==> config.mk <==
export PLATFORM = sky130hd
export DESIGN_NAME = seg7_count_monitor
export DESIGN_NICKNAME = d
export VERILOG_FILES = /design/src/rtl/seg7_count_monitor.sv
export SDC_FILE = /design/constraint.sdc
export NUM_CORES = 1
export LEC_CHECK = 0
export ABC_AREA = 0
export BUFFER_PORTS_ARGS = -buffer_cell sky130_fd_sc_hd__buf_2
export CAP_MARGIN = 20
export CORE_MARGIN = 4
export CORE_UTILIZATION = 50
export CTS_BUF_LIST = sky130_fd_sc_hd__clkbuf_8
export CTS_CLUSTER_SIZE = 40
export DETAILED_ROUTE_END_ITERATION = 7
export PLACE_DENSITY = 0.76
export SKIP_LAST_GASP = 1
export SYNTH_ARGS = -nofsm -noshare
export SYNTH_HDL_FRONTEND = slang
export SYNTH_SLANG_ARGS = --single-unit
==> constraint.sdc <==
create_clock -name CLK -period 2.6 [get_ports CLK]
set_clock_uncertainty 0.1 [all_clocks]
set_input_delay 0.39 -clock CLK [delete_from_list [all_inputs] [get_ports CLK]]
set_output_delay 0.39 -clock CLK [all_outputs]
set_load 0.02 [all_outputs]
==> src/rtl/seg7_count_monitor.sv <==
// Checks a counter's binary value against its seven-segment glyph and tracks the mod-8 up-count.
// All outputs are registered; a sample with iValid=1 is reflected one cycle later.
module seg7_count_monitor #(
    parameter int LOCK_COUNT = 2,
    parameter int ERR_W      = 8
) (
    input  logic             CLK,
    input  logic             rst,
    input  logic             iValid,
    input  logic [2:0]       iQ,
    input  logic [6:0]       iDisplay,
    output logic [2:0]       oValue,
    output logic             oLocked,
    output logic             oSeqErr,
    output logic             oMismatch,
    output logic             oBadPattern,
    output logic [ERR_W-1:0] oErrCount
);

    typedef enum logic [1:0] {
        SYNC    = 2'd0,
        LOCKING = 2'd1,
        TRACK   = 2'd2
    } state_t;

    localparam logic [2:0]       LOCK_CNT = 3'(LOCK_COUNT);
    localparam logic [ERR_W-1:0] ERR_MAX  = '1;

    state_t           state_q;
    logic [2:0]       last_q;
    logic [2:0]       run_q;
    logic [2:0]       value_q;
    logic             locked_q;
    logic             seq_err_q;
    logic             mismatch_q;
    logic             bad_q;
    logic [ERR_W-1:0] err_cnt_q;

    logic             dec_ok;
    logic [2:0]       dec_val;
    logic             good;
    logic             insequence;
    logic [2:0]       run_d;
    logic [ERR_W-1:0] err_cnt_d;

    // Active-low glyphs, bit order {g,f,e,d,c,b,a}
    always_comb begin
        dec_ok  = 1'b1;
        dec_val = 3'd0;
        case (iDisplay)
            7'b1000000: dec_val = 3'd0;
            7'b1111001: dec_val = 3'd1;
            7'b0100100: dec_val = 3'd2;
            7'b0110000: dec_val = 3'd3;
            7'b0011001: dec_val = 3'd4;
            7'b0010010: dec_val = 3'd5;
            7'b0000010: dec_val = 3'd6;
            7'b1111000: dec_val = 3'd7;
            default:    dec_ok  = 1'b0;
        endcase
    end

    always_comb begin
        good       = dec_ok && (dec_val == iQ);
        insequence = good && (dec_val == last_q + 3'd1);
        run_d      = run_q + 3'd1;
        err_cnt_d  = (err_cnt_q == ERR_MAX) ? err_cnt_q : err_cnt_q + ERR_W'(1);
    end

    always_ff @(posedge CLK) begin
        if (rst) begin
            state_q    <= SYNC;
            last_q     <= 3'd0;
            run_q      <= 3'd0;
            value_q    <= 3'd0;
            locked_q   <= 1'b0;
            seq_err_q  <= 1'b0;
            mismatch_q <= 1'b0;
            bad_q      <= 1'b0;
            err_cnt_q  <= '0;
        end else begin
            seq_err_q  <= 1'b0;
            mismatch_q <= 1'b0;
            bad_q      <= 1'b0;
            if (iValid) begin
                bad_q      <= !dec_ok;
                mismatch_q <= dec_ok && (dec_val != iQ);
                if (good) begin
                    last_q  <= dec_val;
                    value_q <= dec_val;
                end
                case (state_q)
                    SYNC: begin
                        if (good) begin
                            run_q <= 3'd1;
                            if (LOCK_COUNT == 1) begin
                                state_q  <= TRACK;
                                locked_q <= 1'b1;
                            end else begin
                                state_q <= LOCKING;
                            end
                        end
                    end
                    LOCKING: begin
                        if (insequence) begin
                            run_q <= run_d;
                            if (run_d == LOCK_CNT) begin
                                state_q  <= TRACK;
                                locked_q <= 1'b1;
                            end
                        end else if (good) begin
                            run_q <= 3'd1;
                        end else begin
                            state_q <= SYNC;
                            run_q   <= 3'd0;
                        end
                    end
                    TRACK: begin
                        // A good-but-out-of-order sample still updates last_q above
                        if (!insequence) begin
                            seq_err_q <= 1'b1;
                            err_cnt_q <= err_cnt_d;
                            state_q   <= SYNC;
                            locked_q  <= 1'b0;
                            run_q     <= 3'd0;
                        end
                    end
                    default: begin
                        state_q  <= SYNC;
                        locked_q <= 1'b0;
                        run_q    <= 3'd0;
                    end
                endcase
            end
        end
    end

    assign oValue      = value_q;
    assign oLocked     = locked_q;
    assign oSeqErr     = seq_err_q;
    assign oMismatch   = mismatch_q;
    assign oBadPattern = bad_q;
    assign oErrCount   = err_cnt_q;

endmodule
==> flow_summary.ini <==
[synthesis]
yosys_reg_bits = 20
synth-seq-area-share_pct = 26.00
instance_count_of_the_mapped_netlist = 193
synth.cell_area_um2 = 1540
synth_cell_types = 59
number_of_flops_mapped_to_enable_cells_by_yosys = 0
syn-mean-instance-area_um2 = 7.980
synth_async_sr_flop_share_pct = 0
yosys_most_used_dff = dfxtp_1
synth.yosys.warnings = 0
synth_fp_nets = 210

[global_routing]
initial_antenna_violation_count = 0
groute.usage.overall_pct = 21.70
global_route.overflow_total = 0
global_route_wire_length_before_repair_um = 7307
grt_start_max_net_pins = 20
vias_in_the_first_global_route = 1616

[status]
status = finished, final reports clean

[worst_setup_path]
critical_path.cell_chain = buf_2 > buf_12 > nor3b_2 > nand4_2 > o31a_1 > mux2_2 > nor4_2 > buf_4 > buf_4 > a21oi_1 > a211oi_1
crit_fanout = 18
critical_path.n_buffers_inverters = 4
crit_path_start = iDisplay[2]
worst_path_most_repeated_cell = buf_4
worst-setup-path-type = in2reg
worstPathArrival_ps = 2540
slowest_delay_ps = 280
path_delay_family = simple AND/OR/NAND/NOR gates
cp_slowest_cell = mux2_2
startpoint_type = input port
endpoint_kind = register
timing.rr.start = oValue[1]
worst_ep_required_time_ps = 2670

[sta]
post-route-min-period_ps = 2466
timing.max_slew.rel_slack_pct = 59.67
finalHoldViolCount = 0
worst_slew_pin_slew_ps = 598.6
fin_crit_sh_pct = 94.84
fmax_ghz = 0.4055
grt_setup_unrepaired = yes
timing.final.setup_violations = 0
slew_violations = 0
final.setup.worst_slack_ps = 134.2
fin_hold_ws_ps = 373.6

[clock_network]
cts_root_buffer = clkbuf_8
cts_tree = built
hold_buf_cts = 0
worstSkewPairLatency_ps = 260
clk_path_buf_depth = 2
cts.repair.resized = 0
cts.sinks = 20
clkTransAtPathRegs_ps = 80
cts-buffers-inserted = 3
h_tree_depth = 1
buffers_inserted_during_post_cts_setup_optimization = 0

[detailed_routing]
wire_per_inst_um = 15.35
detail-route-antenna-nets = 0
post_drt_via_cell_ratio = 6.225
drt_iter0_markers = 124
num_vias = 1687
drtPass1Iterations = 4
wirelength_um = 4160
detail_route.drc_violations = 0

[place]
placedInstanceArea_um2 = 1864
place.port_buffers = 27
dp_hpwl_um = 3191
post-place-ws_ps = -124.3
place.gp.congestion = 0.8891

[floorplanning]
fp.dieArea_um2 = 4032
initial_utilization_pct = 53.99
floorplan.rows = 19
core_area_um2 = 2853
vertical_die_dimension_um = 63.50
dieWidth_um = 63.50
design.portCount = 28

[worst_hold_path]
hold_path_startpoint = iValid
hp-class = in2reg

[cells_and_area]
area.growth.synth_to_final_pct = 24.61
fillerInstances = 253
stdcell_area_um2 = 1919
diodes = 0
drive_above_1_share_pct = 30.42
layout.nets = 258

[power]
pwr_density_cell_nw_per_um2 = 344.9
vdd_ir_drop_max_uv = 397.5
leakage_dissipation_nw = 0.8012

[run]
max_cap_violations = 0
-- cell families (layout without fill, tap and decap cells) --
kind of cell	Yosys count	in the layout	synth area share, %
AO/OA/AOI/OAI	53	53	24.21
XOR/XNOR	2	2	1.137
adder cells (fa/ha/maj)	4	4	3.250
buffers and inverters	20	67	6.417
flip-flops	20	20	25.99
multiplexers	10	10	6.824
AND/OR/NAND/NOR	84	84	32.17
-- metal layers --
layer	routed length [um]	global-route usage, %
met5	0	0
met4	25	3.235
met3	246	4.973
met2	1890	33.90
met1	1997	30.79
-- final timing paths --
kind	end	slack, ps	cells after the start
min	run_q[0]	370	2
max	state_q[1]	130	11
max reg2reg	state_q[1]	140	9
min reg2reg	oLocked	380	2
-- stage by stage --
| stage | TNS (ps) | util [%] | total power [mW] | cells |
|---|---|---|---|---|
| after floorplan | 0 | - | 0.3794 | 193 |
| after global placement | -465.8 | 65.35 | 0.4250 | 267 |
| after CTS | 0 | 67.28 | 0.6632 | 271 |
| after global routing | -11.77 | 67.28 | 0.6867 | 271 |
| after detailed placement | -913.8 | 65.35 | 0.4284 | 267 |
| final | 0 | 67.28 | 0.6620 | 271 |
-- cells in the mapped netlist, types with 3 or more instances --
cell type / instances / area, um2
nor2b_1: 6 / 37.54
buf_2: 3 / 15.01
or4_1: 3 / 22.52
nand3_1: 9 / 45.04
o21ai_0: 11 / 55.05
ha_1: 4 / 50.05
o31ai_1: 4 / 30.03
or3_1: 3 / 18.77
mux2_2: 4 / 45.04
nand2_1: 15 / 56.30
o211ai_1: 3 / 22.52
a21oi_1: 11 / 55.05
nor2_1: 15 / 56.30
inv_1: 9 / 33.78
o41ai_1: 3 / 26.28
clkbuf_1: 5 / 18.77
nor3_1: 6 / 30.03
dfxtp_1: 20 / 400.4
mux2i_1: 6 / 60.06
-- placed cells by master (no fill, tap or decap), types with 3 or more instances in the layout --
cell	Yosys	routed
buf_2	3	27
buf_4	0	26
dfxtp_1	20	20
nor2_1	15	15
nand2_1	15	15
o21ai_0	11	11
a21oi_1	11	11
inv_1	9	9
nand3_1	9	9
nor2b_1	6	6
nor3_1	6	6
mux2i_1	6	6
mux2_2	4	4
o31ai_1	4	4
ha_1	4	4
clkbuf_8	0	4
or3_1	3	3
o211ai_1	3	3
o41ai_1	3	3
or4_1	3	3
-- cell type report --
class	instances	area, um2	share of cell area [%]
timing repair buffer	54	350.3	18.25
clock buffer	4	55.05	2.868
multi-input combinational	153	1041	54.24
inverter	9	33.78	1.760
sequential	20	400.4	20.86
tap	31	38.79	2.021
-- sequential cells by signal (all words and copies together), names as in the netlist --
name,cells
oBadPattern,1
oErrCount,8
oLocked,1
oMismatch,1
oSeqErr,1
oValue,3
run_q,3
state_q,2
-- power breakdown --
| part | switching [mW] | internal, mW | total [mW] |
|---|---|---|---|
| clock | 0.103 | 0.135 | 0.238 |
| combinational | 0.0637 | 0.0509 | 0.115 |
| sequential | 0.00139 | 0.308 | 0.309 |
Power figures use the tool's default switching activity.
